### src/rtl/regfile_wb_arbiter.sv
// regfile_wb_arbiter
//   Shares the register file's single write port between NUM_REQ write-back
//   sources. It does three things:
//   - Round-robin arbitration over the requesters.
//   - Registered drive of the write port, with 1-cycle latency.
//   - A pending-write scoreboard that the issue logic uses to detect RAW
//     hazards on rs1/rs2.
//
// Ports
//   clock       rising-edge clock for all state
//   reset       asynchronous, active-low reset
//   req_valid   per-requester write pending
//   req_ready   per-requester grant this cycle (combinational)
//   req_addr    packed destination indices, slice i = [i*REG_NUM_WIDTH +: REG_NUM_WIDTH]
//   req_data    packed write data, slice i = [i*REG_WIDTH +: REG_WIDTH]
//   issue_en    an instruction with a destination register issued
//   issue_addr  destination index of that instruction
//   flush       drop all pending marks
//   rs1_addr    source index to check (rs2_addr likewise)
//   rs1_busy    rs1_addr has an outstanding write (rs2_busy likewise)
//   ioRD_en     register-file write enable
//   ioRD_addr   register-file write index
//   ioRD_data   register-file write data
module regfile_wb_arbiter #(
   parameter int NUM_REQ       = 3,
   parameter int REG_NUM_WIDTH = 5,
   parameter int REG_WIDTH     = 32
) (
   input  logic                             clock,
   input  logic                             reset,
   input  logic [NUM_REQ-1:0]               req_valid,
   output logic [NUM_REQ-1:0]               req_ready,
   input  logic [NUM_REQ*REG_NUM_WIDTH-1:0] req_addr,
   input  logic [NUM_REQ*REG_WIDTH-1:0]     req_data,
   input  logic                             issue_en,
   input  logic [REG_NUM_WIDTH-1:0]         issue_addr,
   input  logic                             flush,
   input  logic [REG_NUM_WIDTH-1:0]         rs1_addr,
   input  logic [REG_NUM_WIDTH-1:0]         rs2_addr,
   output logic                             rs1_busy,
   output logic                             rs2_busy,
   output logic                             ioRD_en,
   output logic [REG_NUM_WIDTH-1:0]         ioRD_addr,
   output logic [REG_WIDTH-1:0]             ioRD_data
);

   localparam int PTR_W   = $clog2(NUM_REQ);
   localparam int REG_CNT = 2 ** REG_NUM_WIDTH;

   logic [PTR_W-1:0]         ptr_r;
   logic [PTR_W-1:0]         grant_idx_s;
   logic [PTR_W-1:0]         ptr_nxt_s;
   logic [NUM_REQ-1:0]       grant_s;
   logic                     found_s;
   logic                     xfer_s;
   logic [REG_NUM_WIDTH-1:0] sel_addr_s;
   logic [REG_WIDTH-1:0]     sel_data_s;
   logic [REG_CNT-1:0]       pending_r;
   logic [REG_CNT-1:0]       pending_nxt_s;

   // Round-robin search: the first valid requester at or after ptr_r wins.
   always_comb begin
      logic [PTR_W-1:0] idx_v;
      grant_s     = '0;
      found_s     = 1'b0;
      grant_idx_s = '0;
      idx_v       = '0;
      for (int k = 0; k < NUM_REQ; k++) begin
         idx_v = PTR_W'((int'(ptr_r) + k) % NUM_REQ);
         if (!found_s && req_valid[idx_v]) begin
            found_s        = 1'b1;
            grant_s[idx_v] = 1'b1;
            grant_idx_s    = idx_v;
         end else begin
            found_s = found_s;
         end
      end
   end

   // Grants are suppressed while reset is asserted, so nothing transfers during reset.
   assign req_ready = grant_s & {NUM_REQ{reset}};
   assign xfer_s    = found_s & reset;
   assign ptr_nxt_s = (grant_idx_s == PTR_W'(NUM_REQ - 1)) ? '0 : grant_idx_s + PTR_W'(1);

   // One-hot AND-OR mux of the granted requester's address and data.
   always_comb begin
      sel_addr_s = '0;
      sel_data_s = '0;
      for (int i = 0; i < NUM_REQ; i++) begin
         sel_addr_s = sel_addr_s | (req_addr[i*REG_NUM_WIDTH +: REG_NUM_WIDTH] & {REG_NUM_WIDTH{grant_s[i]}});
         sel_data_s = sel_data_s | (req_data[i*REG_WIDTH +: REG_WIDTH] & {REG_WIDTH{grant_s[i]}});
      end
   end

   // Scoreboard next state. The set term is ORed in after the clear term, so
   // an issue to the same index as a retiring write keeps the mark (the newer
   // producer wins). Flush overrides both. Bit 0 is never written.
   always_comb begin
      pending_nxt_s = '0;
      for (int i = 1; i < REG_CNT; i++) begin
         pending_nxt_s[i] = ~flush &
            ((issue_en & (issue_addr == REG_NUM_WIDTH'(i))) |
             (pending_r[i] & ~(xfer_s & (sel_addr_s == REG_NUM_WIDTH'(i)))));
      end
   end

   assign rs1_busy = pending_r[rs1_addr];
   assign rs2_busy = pending_r[rs2_addr];

   // Round-robin pointer and pending-write scoreboard state.
   always_ff @(posedge clock or negedge reset) begin
      if (!reset) begin
         ptr_r     <= '0;
         pending_r <= '0;
      end else begin
         if (xfer_s) begin
            ptr_r <= ptr_nxt_s;
         end
         pending_r <= pending_nxt_s;
      end
   end

   // Registered write port. Writes to x0 still latch addr/data but never raise the enable.
   always_ff @(posedge clock or negedge reset) begin
      if (!reset) begin
         ioRD_en   <= 1'b0;
         ioRD_addr <= '0;
         ioRD_data <= '0;
      end else begin
         ioRD_en <= xfer_s & (sel_addr_s != '0);
         if (xfer_s) begin
            ioRD_addr <= sel_addr_s;
            ioRD_data <= sel_data_s;
         end
      end
   end

endmodule
### config.mk
export PLATFORM = sky130hd
export DESIGN_NAME = regfile_wb_arbiter
export DESIGN_NICKNAME = d
export VERILOG_FILES = /design/src/rtl/regfile_wb_arbiter.sv
export SDC_FILE = /design/constraint.sdc
export NUM_CORES = 1
export LEC_CHECK = 0
export CAP_MARGIN = 5
export CORE_AREA = 3 3 144 146
export DETAILED_ROUTE_END_ITERATION = 10
export DIE_AREA = 0 0 147 149
export PLACE_DENSITY = 0.56
export SLEW_MARGIN = 30
export SYNTH_ARGS = -nofsm -noshare
export SYNTH_HDL_FRONTEND = slang
export SYNTH_SLANG_ARGS = --single-unit
### constraint.sdc
create_clock -name clock -period 3.5 [get_ports clock]
set_clock_uncertainty 0.1 [all_clocks]
set_input_delay 0.7 -clock clock [delete_from_list [all_inputs] [get_ports clock]]
set_output_delay 0.7 -clock clock [all_outputs]
set_load 0.02 [all_outputs]
After elaboration in Yosys (flattened, before gate mapping)
Index checks and enable logic that the tools add are counted.
{ "op_classes": {"add_sub_neg": 3, "div_mod_pow": 3, "n_lt_le_gt_ge": 8, "eq_ne": 63, "n_mux": 26, "n_bitwise": 202, "n_reduce_logical": 8} }
{ "ops": {"columns": ["cell", "n"], "rows": [
  ["$eq A5 B5 Y1 const B", 32],
  ["$and A1 B1 Y1", 126],
  ["$and A32 B32 Y32", 3],
  ["$eq A5 B4 Y1 const B", 16],
  ["$mod A32 B3 Y32 const B", 2],
  ["$or A32 B32 Y32", 2],
  ["$eq A5 B3 Y1 const B", 8],
  ["$mod A3 B3 Y32 const B", 1],
  ["$not A1 Y1", 32],
  ["$or A1 B1 Y1", 31],
  ["$eq A5 B2 Y1 const B", 4],
  ["$and A5 B5 Y5", 3],
  ["$lt A5 B6 Y1 const B", 2],
  ["$mux W1", 11],
  ["$bmux W1 S5", 2],
  ["$eq A5 B1 Y1 const B", 2],
  ["$or A5 B5 Y5", 2],
  ["$lt A2 B3 Y1 const B", 3],
  ["$mux W3", 3],
  ["$mux W2", 4],
  ["$bmux W1 S2", 3],
  ["$demux W1 S2", 3],
  ["$ge A2 B1 Y1 const B", 3],
  ["$or A3 B3 Y3", 2],
  ["other kinds (8)", 13]
]} }
{ "totals": {"register_bits": 71, "out_inout_bits": 43, "wordCells": 318} }

Depth between registers and ports, before layout
Gate-level depths: netlist of run 1.
{ "logic_depth": {"ltp_word": 19, "mapped_depth": 12} }

Least setup slack after synthesis of run 1
OpenSTA, ideal clock, no wires.
{ "synth_path": {"path_kind": "input-to-output", "startpoint": "input rs1_addr[0]", "endpoint": "output rs1_busy", "arrival_time_ps": 2412, "path_slack_ps": 288, "path_stages": 4, "path_buffers": 1, "path_cell_list": "clkbuf_1 > mux4_2 > mux4_2 > mux2_2"} }
{ "synth_via": {"elab_chain_len": 2} }
{ "synth_rtl": {"columns": ["item", "line_no", "source"], "rows": [
  ["start, declared", "38", "input logic [REG_NUM_WIDTH-1:0] rs1_addr,"],
  ["$bmux W1 S5", "107", "assign rs1_busy = pending_r[rs1_addr];"],
  ["$mux W1 (not written as such)", "107", null],
  ["end, declared", "40", "output logic rs1_busy,"]
]} }
No other way between the ends. The select of a mux whose other input is x is not followed.

Worst setup path after layout of run 1
{ "layout_path": {"startpoint": "input req_valid[2]", "endpoint": "output req_ready[0]"} }
{ "layout_via": {"elab_chain_len": 10, "elab_cells_between_ends": 18} }
{ "layout_rtl": {"columns": ["item", "line_no", "source"], "rows": [
  ["start, declared", "31", "input logic [NUM_REQ-1:0] req_valid,"],
  ["$bmux W1 S2", "70", "if (!found_s && req_valid[idx_v]) begin"],
  ["$mux W1 (not written as such)", "70", null],
  ["$mux W1", "70", null],
  ["$logic_not A1 Y1", "70", null],
  ["$logic_and A1 B1 Y1", "70", null],
  ["$mux W1", "70", null],
  ["$logic_not A1 Y1", "70", null],
  ["$logic_and A1 B1 Y1", "70", null],
  ["$mux W3 *", "70", null],
  ["$and A3 B3 Y3 *", "81", "assign req_ready = grant_s & {NUM_REQ{reset}};"],
  ["end, declared", "32", "output logic [NUM_REQ-1:0] req_ready,"]
]} }
Mark *: on every way between the ends. The rest lies on a longest branch, timed or not. The select of a mux whose other input is x is not followed.

==> impl_metrics.csv, run 1 <==
group,metric,value,unit
run_status,outcome,"finished clean",
route,drt_first_pass_iters,4,
place,dp_worst_setup_slack,-0.427,ns
synth,synth_edf_count,0,
sta,setup_viol,0,
power_and_ir_drop,power_density,828,mW/mm^2
route,viasPerCell,4.99,
worst_setup_path,ff2ff_path_depth,11,
sta,timing.fmax,0.296,GHz
sta,maxSlewHeadroom,54.6,%
finish,drive_gt1_share,20.1,%
finish,diodes,0,
global_routing,grt_pass1_wl,27400,microns
die,design.core.area,0.0195,sq mm
worst_hold_path,hold_depth,2,
power_and_ir_drop,ir_worst_vdd,0.436,mV
worst_hold_path,hold_end,"ioRD_addr[2]",
clock_network,cts_root_buf,"clkbuf_16",
power_and_ir_drop,combPwrFrac,65.0,%
power_and_ir_drop,power.switching,2.75,mW
route,ant_nets,0,
clock_network,clk_path_buf_depth,2,
synth,yosysTopAreaCell,"dfrtp_1",
worst_setup_path,cp.arrival,2.58,ns
worst_setup_path,worst_setup_path_start_kind,"primary input",
finish,final_cells,966,
worst_setup_path,crit_chain,"clkdlybuf4s50_1 > buf_4 > o41ai_1 > a31oi_1 > a22oi_2 > and2_1 > dlygate4sd2_1",
clock_network,clk_latency,0.34,ns
synth,synth.top_cell.area_share,36.7,%
synth,ys_top_cells_by_area,"dfrtp_1 37%, mux4_2 8.4%, nor2_1 7.0%",
synth,ys_types,57,
worst_setup_path,crit_path_max_incr_delay,0.49,ns
power_and_ir_drop,p_leak,2.83,nW
die,rows,51,
die,start_util,24.8,%
power_and_ir_drop,power,6.15,mW
place,io_buffer_count,175,
die,die-area,0.0219,sq mm
run,maxCapViolCount,0,
global_routing,track_usage,15.9,%
sta,fin_hold_ws,0.383,ns
power_and_ir_drop,intPower,3.41,mW
worst_setup_path,cp_max_fo,4,
route,drt_iter0_markers,266,
place,hpwlAfterDp,13300,microns
clock_network,clkTransAtPathRegs,0.06,ns
sta,finalCritPeriodShare,96.5,%
synth,synth_warnings,0,
sta,period_minus_slack,3.38,ns
die,num_io_pins,176,
sta,final_max_slew_viol_count,0,
place,place_inst,951,
route,detail_route.wl_per_cell,17.8,microns
clock_network,postCtsHoldBufs,0,
synth,synth_seq_cells,71,
sta,tightest_slew,0.681,ns
finish,fin_nets,834,
worst_setup_path,rr_endpoint,"pending_r[16]",
worst_setup_path,cp-end-kind,"output port",
synth,syn_nets,645,
synth,synth_ff_type,"dfrtp_1",
synth,seq_area_frac_synth,36.7,%
die,die_y,149,microns
clock_network,htree_levels,3,
route,route.detailed.drc,0,
power_and_ir_drop,swShare,44.6,%
sta,final-hold-violation-count,0,
worst_hold_path,min_from,"ioRD_addr[2]",
synth,syn_inst,508,
route,via_count,4822,
synth,netlist_area,0.00484,sq mm
sta,rsz0062_at_grt,"no",
global_routing,grt_overflow_total,0,
worst_setup_path,crit_required,2.70,ns
finish,multiInputGateArea,0.00283,sq mm
global_routing,grt_start_max_net_pins,72,
worst_setup_path,r2r_slack,0.35,ns
clock_network,cts_setup_buffers,0,
worst_setup_path,crit_path_top_delay_cell,"clkdlybuf4s50_1",
global_routing,antenna_found_initial,0,
sta,layout_setup_ws,0.122,ns
worst_hold_path,min_path_type,"flip-flop to flip-flop",
route,wirelength,17200,microns
synth,async_flop_share,100,%
worst_setup_path,critical_path_class,"primary input to output port",
global_routing,grt_pass1_vias,5099,
synth,postSynthAreaPerCell,9.54,sq um
die,die_w,147,microns
place,gp_congestion,0.852,
power_and_ir_drop,clock_power_share,15.2,%
clock_network,clock-sinks,71,
finish,seq_area,0.00178,sq mm
synth,synth.top_cells.by_count,"90 x nor2_1, 71 x dfrtp_1, 48 x nand2_1",
synth,yosysMostFrequentCell,"nor2_1",
clock_network,cts_buffers,9,
finish,syn_to_final_growth,53.3,%
finish,fillerInstances,1948,
power_and_ir_drop,pwr-share-seq,19.8,%
worst_setup_path,regToRegStartpoint,"ptr_r[0]",
clock_network,cts_tree,"built",
[placed cells by master (no fill, tap or decap), drive strengths merged, types with 2 or more instances in the layout]
master	netlist	layout
a211oi	30	30
a21oi	37	37
a221o	3	3
a221oi	35	35
a222oi	3	3
a22oi	2	2
a31oi	2	2
and2	5	5
and4b	3	3
buf	20	50
clkbuf	24	12
clkdlybuf4s50	0	165
dfrtp	71	71
dlygate4sd2	0	4
dlymetal6s2s	0	3
ha	4	4
inv	6	6
mux2	5	5
mux2i	4	4
mux4	18	18
nand2	48	48
nand2b	6	6
nand3	7	7
nand3b	4	4
nor2	90	90
nor2b	7	7
nor3	42	42
nor3b	2	2
nor4b	3	3
o21ai	11	11
o41ai	2	2
[what timing repair did]
action | in CTS | in global routing
endpoints found under the setup margin | 5 | 2
gates resized for setup | 19 | 4
pin swaps | 0 | 0
[worst max path at each step]
stage	from	end	slack (ns)	depth (start not counted)
2_1_floorplan	rs1_addr[0]	rs1_busy	0.29	4
3_3_place_gp	rs2_addr[0]	rs2_busy	-0.42	6
3_5_place_dp	rs2_addr[0]	rs2_busy	-0.43	6
4_1_cts	rs2_addr[0]	rs2_busy	-0.04	6
5_1_grt	req_valid[2]	req_ready[0]	0.07	7
6_report	req_valid[2]	req_ready[0]	0.12	7
[metal layers]
metal | routed length, microns | share of wire, % | vias up | track usage, %
met3 | 1500 | 8.7 | 29 | 5.80
met4 | 375 | 2.2 | 0 | 5.82
met2 | 8200 | 48 | 222 | 26.3
met5 | 0 | 0 | - | 0
met1 | 7160 | 42 | 2283 | 19.0
li1 | - | - | 2288 | -
[cells by family after synthesis]
logic type | share of synthesized area, %
buffers and inverters | 5.27
adders and majority gates | 1.03
DFF | 36.7
and+or+nand+nor | 23.4
AOI/OAI and AO/OA | 23.1
muxes | 10.5
[registers in the layout, indices dropped and copies added, names as in the netlist]
register,count
ptr_r,2
ioRD_data,32
ioRD_addr,5
ioRD_en,1
pending_r,31
[power groups by stage]
stage	Combinational, mW	Sequential [mW]	Clock, mW
floorplan	2.22	1.48	0
global placement	3.97	1.22	0
detailed placement	4.02	1.23	0
CTS	4.03	1.22	0.964
global route	4.34	1.25	0.999
finish	4.00	1.22	0.936
[final cells by class]
class	count	share of cell area, %
inverters	6	0.303
repair buffers	222	29.1
clock inverters	3	0.573
well taps	265	4.46
flip-flops and latches	71	23.9
clock buffers	12	3.45
multi-input cells	387	38.2
[critical path, delay by kind of cell]
| kind | cells | cell delay (ns) |
|---|---|---|
| AOI/OAI and AO/OA | 3 | 0.70 |
| buffers and inverters | 3 | 1.01 |
| and+or+nand+nor | 1 | 0.15 |
[per-stage QoR]
stage	cell area [sq um]	utilization, %	setup TNS [ns]
global placement	7110	36.4	-1.15
finish	7430	38.0	0
detailed placement	7110	36.4	-1.94
global route	7430	38.0	0
floorplan	4840	-	0
CTS	7410	38.0	-0.0375
No activity file was read; power rests on OpenSTA's default activity.
==> run 2, diff against run 1 <==
--- a/config.mk
+++ b/config.mk
@@ -6,10 +6,10 @@
 export NUM_CORES = 1
 export LEC_CHECK = 0
 export CAP_MARGIN = 5
-export CORE_AREA = 3 3 144 146
+export CORE_AREA = 3 3 107 109
 export DETAILED_ROUTE_END_ITERATION = 10
-export DIE_AREA = 0 0 147 149
-export PLACE_DENSITY = 0.56
+export DIE_AREA = 0 0 110 112
+export PLACE_DENSITY = 0.88
 export SLEW_MARGIN = 30
 export SYNTH_ARGS = -nofsm -noshare
 export SYNTH_HDL_FRONTEND = slang
==> run 2 against run 1 <==
  * Sequential cell count did not move
  * Clock power fell by 23%
  * Non-clock buffer count fell by 11
  * Highest routed layer unchanged
==> impl_metrics.csv, run 2 (synthesis gave the netlist of run 1 again) <==
group,metric,value,unit
route,detail_route.wl_per_cell,19.1,microns
finish,syn_to_final_growth,47.0,%
worst_setup_path,ff2ff_path_depth,12,
finish,final_util,66.6,%
die,die-area,0.0123,sq mm
run,maxCapViolCount,0,
sta,finalCritPeriodShare,94.6,%
sta,maxSlewHeadroom,59.6,%
finish,fillerInstances,818,
sta,timing.fmax,0.302,GHz
global_routing,grt_overflow_total,0,
global_routing,grt_start_max_net_pins,47,
finish,fin_nets,823,
clock_network,cts_buffers,9,
worst_setup_path,cp.depth,6,
place,gp_congestion,0.879,
clock_network,htree_levels,3,
run_status,outcome,"finished clean",
finish,largest_reg_flops,32,
route,ant_nets,0,
worst_setup_path,crit_path_top_delay_cell,"mux4_2",
sta,fin_hold_ws,0.159,ns
clock_network,clkTransAtPathRegs,0.08,ns
worst_setup_path,crit_chain,"dlygate4sd2_1 > buf_6 > mux4_2 > mux4_2 > mux2_2 > buf_4",
route,drt_iter0_markers,305,
route,via_count,5053,
route,drt_first_pass_iters,6,
worst_setup_path,cpLargestDelayFamily,"multiplexers",
sta,setup_viol,0,
die,die_w,110,microns
die,rows,38,
finish,layout_common_cells,"163 x clkdlybuf4s50_1, 90 x nor2_1, 71 x dfrtp_1",
global_routing,grt_pass1_wl,25500,microns
worst_setup_path,critPathBufInv,3,
die,num_io_pins,176,
worst_setup_path,crit_top_cell,"mux4_2",
finish,final_common_cell,"clkdlybuf4s50_1",
sta,final_max_slew_viol_count,0,
finish,drive_gt1_share,19.2,%
finish,seq_area,0.00178,sq mm
route,viasPerCell,6.07,
worst_setup_path,cp-end-kind,"output port",
worst_setup_path,cp_max_fo,7,
clock_network,cts_setup_buffers,0,
route,wirelength,15900,microns
clock_network,clk_path_buf_depth,2,
sta,tightest_slew,0.606,ns
worst_setup_path,critical_path_class,"primary input to output port",
global_routing,grt_pass1_vias,5224,
worst_setup_path,crit_required,2.70,ns
finish,top_register,"ioRD_data",
die,start_util,45.3,%
sta,rsz0062_at_grt,"no",
finish,multiInputGateArea,0.00285,sq mm
worst_hold_path,min_path_type,"primary input to asynchronous set/reset pin",
power_and_ir_drop,power_density,813,mW/mm^2
place,dp_worst_setup_slack,-0.466,ns
clock_network,cts_root_buf,"clkbuf_8",
worst_setup_path,cp.arrival,2.51,ns
power_and_ir_drop,p_leak,2.78,nW
die,die_y,112,microns
die,design.core.area,0.0107,sq mm
sta,final-hold-violation-count,0,
sta,layout_setup_ws,0.191,ns
worst_setup_path,crit_path_max_incr_delay,0.51,ns
place,io_buffer_count,175,
clock_network,clock-sinks,71,
finish,reg_top3,"ioRD_data: 32 flops, pending_r: 31 flops, ioRD_addr: 5 flops",
power_and_ir_drop,ir_worst_vdd,0.545,mV
route,route.detailed.drc,0,
global_routing,antenna_found_initial,0,
worst_setup_path,worst_setup_path_start_kind,"primary input",
global_routing,track_usage,26.2,%
clock_network,cts_tree,"built",
clock_network,clk_latency,0.36,ns
sta,period_minus_slack,3.31,ns
place,hpwlAfterDp,11600,microns
==> run 2: cell types whose count changed in the layout (fill, tap and decap cells not counted), moves of 2 or more <==
| cell | change |
|---|---|
| buf_4 | -10 |
| clkbuf_8 | +10 |
| clkbuf_16 | -9 |
| dlymetal6s2s_1 | +3 |
| clkdlybuf4s50_1 | -2 |
==> run 2: area by class of cell <==
class | instances | share of cell area [%]
Inverter | 6 | 0.316
Clock inverter | 4 | 0.720
Multi-Input combinational cell | 387 | 40.0
Sequential cell | 71 | 25.0
Timing Repair Buffer | 211 | 29.2
Antenna cell | 1 | 0.0351
Clock buffer | 12 | 2.32
Tap cell | 140 | 2.46
==> run 2: worst paths after layout <==
| path | slack [ns] | from | endpoint |
|---|---|---|---|
| worst max register to register | 0.34 | ptr_r[1] | pending_r[12] |
| max in group asynchronous | 2.20 | reset | pending_r[3] |
| worst min-delay path | 0.16 | reset | ioRD_data[29] |
| worst min register to register | 0.39 | ioRD_addr[2] | ioRD_addr[2] |
| min in group clock | 0.39 | ioRD_addr[2] | ioRD_addr[2] |
| worst max-delay path | 0.19 | rs2_addr[0] | rs2_busy |
==> run 2: per-stage QoR <==
stage	total power [mW]	instances	TNS, ns	cell area (sq um)
finish	5.79	832	0	7120
global route	6.14	831	0	7120
CTS	5.76	831	-0.0271	7080
detailed placement	5.00	815	-1.07	6860
global placement	4.88	815	-0.869	6860
floorplan	3.70	508	0	4840
==> run 2: repair_timing <==
item / CTS / global route
hold buffers: 0 / 0
setup endpoints to repair: 5 / 5
gates resized for setup: 18 / 11
==> run 2: layer usage <==
| metal | up-vias | track usage, % | wire (microns) |
|---|---|---|---|
| met5 | - | 0 | 0 |
| met4 | 0 | 10.7 | 473 |
| met3 | 50 | 7.54 | 1620 |
| met2 | 321 | 43.6 | 8010 |
| met1 | 2417 | 31.5 | 5780 |
| li1 | 2265 | - | - |
==> run 2: report_power, final <==
group	switching (mW)	leakage (nW)	internal, mW
Combinational	2.20	1.77	1.65
Clock	0.336	0.109	0.389
Sequential	0.143	0.894	1.07
==> run 3, diff against run 2 <==
--- a/config.mk
+++ b/config.mk
@@ -6,9 +6,9 @@
 export NUM_CORES = 1
 export LEC_CHECK = 0
 export CAP_MARGIN = 5
-export CORE_AREA = 3 3 107 109
+export CORE_AREA = 3 3 82 142
 export DETAILED_ROUTE_END_ITERATION = 10
-export DIE_AREA = 0 0 110 112
+export DIE_AREA = 0 0 85 145
 export PLACE_DENSITY = 0.88
 export SLEW_MARGIN = 30
 export SYNTH_ARGS = -nofsm -noshare
==> constraint.sdc (replaced) <==
create_clock -name clock -period 3.3 [get_ports clock]
set_clock_uncertainty 0.1 [all_clocks]
set_input_delay 0.66 -clock clock [delete_from_list [all_inputs] [get_ports clock]]
set_output_delay 0.66 -clock clock [all_outputs]
set_load 0.02 [all_outputs]
==> run 3 against run 2 <==
  * Global-route usage up 1.5 points
  * Clock power up 41%
  * Clock-buffer cell count down 3
  * Routed wire length up 6.2%
  * Power up 15%
  * Design area up 2.8%
  * Worst hold slack worse by 0.13 ns
  * Combinational power up 13%
  * Setup slack worse by 0.080 ns
==> impl_metrics.csv, run 3 (synthesis gave the netlist of run 1 again) <==
group,metric,value,unit
sta,setup_viol,0,
finish,top_register,"ioRD_data",
sta,timing.fmax,0.314,GHz
global_routing,grt_util_met2,51.4,%
global_routing,grt_start_max_net_pins,55,
finish,syn_to_final_growth,51.2,%
power_and_ir_drop,power,6.66,mW
place,io_buffer_count,175,
clock_network,postCtsHoldBufs,0,
route,via_count,5103,
run_status,outcome,"finished clean",
sta,final-hold-violation-count,0,
global_routing,grtUsageMet3,6.02,%
worst_setup_path,critical_path_class,"primary input to output port",
global_routing,use_met1,26.7,%
clock_network,htree_levels,3,
route,ant_nets,0,
worst_setup_path,cp.arrival,2.43,ns
clock_network,cts_root_buf,"clkbuf_16",
worst_setup_path,worst_setup_path_start_kind,"primary input",
sta,maxSlewHeadroom,53.1,%
route,route.detailed.drc,0,
worst_hold_path,min_path_type,"primary input to asynchronous set/reset pin",
worst_setup_path,crit_path_max_incr_delay,0.51,ns
die,die-area,0.0123,sq mm
route,detail_route.wl_per_cell,20.3,microns
sta,fin_hold_ws,0.0292,ns
finish,reg_top3,"ioRD_data: 32 flops, pending_r: 31 flops, ioRD_addr: 5 flops",
die,start_util,45.3,%
global_routing,grt_pass1_wl,26900,microns
place,gp_congestion,0.921,
route,drt_iter0_markers,287,
finish,layout_common_cells,"165 x clkdlybuf4s50_1, 90 x nor2_1, 71 x dfrtp_1",
worst_setup_path,crit_chain,"dlygate4sd2_1 > buf_6 > mux4_2 > mux4_2 > mux2_4 > buf_6",
global_routing,antenna_found_initial,0,
finish,drive_gt1_share,20.7,%
clock_network,clk_path_buf_depth,2,
worst_setup_path,critPathBufInv,3,
die,die_y,145,microns
die,design.core.area,0.0107,sq mm
clock_network,clock-sinks,71,
sta,period_minus_slack,3.19,ns
worst_setup_path,cp_max_fo,7,
global_routing,grt_pass1_vias,5358,
clock_network,cts_tree,"built",
die,rows,50,
sta,rsz0062_at_grt,"no",
place,place_inst,815,
power_and_ir_drop,p_leak,2.85,nW
sta,finalCritPeriodShare,96.7,%
finish,final_cells,831,
global_routing,track_usage,27.7,%
sta,setup-tns-final,0,ns
sta,tightest_slew,0.703,ns
finish,fin_nets,834,
clock_network,clkTransAtPathRegs,0.06,ns
clock_network,clk_latency,0.33,ns
global_routing,busiest_layer,"met2",
finish,final_common_cell,"clkdlybuf4s50_1",
power_and_ir_drop,power_density,910,mW/mm^2
worst_setup_path,cpLargestDelayFamily,"multiplexers",
worst_setup_path,cp-end-kind,"output port",
die,die_w,85,microns
route,viasPerCell,6.14,
die,num_io_pins,176,
route,drt_first_pass_iters,7,
worst_setup_path,crit_path_top_delay_cell,"mux4_2",
power_and_ir_drop,ir_worst_vdd,1.10,mV
finish,diodes,0,
global_routing,grt_overflow_total,0,
route,wirelength,16900,microns
clock_network,cts_buffers,9,
worst_setup_path,crit_required,2.54,ns
sta,final_max_slew_viol_count,0,
finish,largest_reg_flops,32,
run,maxCapViolCount,0,
place,hpwlAfterDp,13100,microns
[run 3: cell count changes in the layout (fill, tap and decap cells not counted), moves of 2 or more]
cell / change
buf_12: +3
buf_4: +7
clkbuf_16: +9
clkbuf_2: +3
clkbuf_8: -12
clkdlybuf4s50_1: +2
dlymetal6s2s_1: -4
ha_2: -2
[run 3: what timing repair did]
item                       in CTS  in global routing
setup endpoints to repair       5                  7
resized for setup              24                 11
setup buffers                   0                  1
[run 3: path summary, 6_finish.rpt]
| kind | from | to | slack, ns | cells after the start |
|---|---|---|---|---|
| min in group clock | ioRD_addr[1] | ioRD_addr[1] | 0.38 | 2 |
| hold / removal | reset | ioRD_data[6] | 0.03 | 1 |
| hold reg to reg | ioRD_addr[1] | ioRD_addr[1] | 0.38 | 2 |
| max in group asynchronous | reset | ioRD_data[3] | 2.18 | 2 |
| setup reg to reg | ptr_r[0] | pending_r[28] | 0.16 | 13 |
| setup / recovery | rs2_addr[0] | rs2_busy | 0.11 | 6 |
[run 3: where the power goes]
| group | leakage [nW] | switching (mW) | internal (mW) | total [mW] |
|---|---|---|---|---|
| Combinational | 1.80 | 2.44 | 1.92 | 4.35 |
| Sequential | 0.894 | 0.150 | 1.14 | 1.29 |
| Clock | 0.151 | 0.365 | 0.655 | 1.02 |
| Total | 2.85 | 2.95 | 3.71 | 6.66 |
[run 3: cell type report]
| type | instances | area (sq um) |
|---|---|---|
| multi-input combinational | 387 | 2870 |
| timing repair buffer | 222 | 2180 |
| inverter | 6 | 22.5 |
| sequential | 71 | 1780 |
| fill | 797 | 3370 |
| clock buffer | 9 | 225 |
| tap | 130 | 163 |
| clock inverter | 6 | 86.3 |
[run 3: metrics by stage]
| step | instance area, sq um | util (%) | setup WS [ns] |
|---|---|---|---|
| finish | 7320 | 68.5 | 0.110 |
| CTS | 7290 | 68.1 | -0.173 |
| global route | 7320 | 68.5 | 0.0118 |
| detailed placement | 6960 | 65.0 | -0.577 |
| global placement | 6960 | 65.0 | -0.547 |
| floorplan | 4840 | - | 0.168 |
[run 3: per-layer routing]
layer | vias up | part of all wire (%)
li1 | 2286 | -
met1 | 2433 | 32
met2 | 313 | 55
met3 | 71 | 7.5
met4 | 0 | 5.9
met5 | - | 0
[run 3: worst register-to-register path, stage by stage (launching register included)]
cell and delay [ns]:
dfrtp_1 0.42, inv_1 0.13, ha_4 0.36, mux2i_1 0.25
nor2_1 0.11, a221oi_2 0.25, a22oi_2 0.09, buf_4 0.21
a222oi_1 0.29, buf_4 0.21, buf_4 0.15, nor4_2 0.05
buf_4 0.16, a211oi_1 0.26
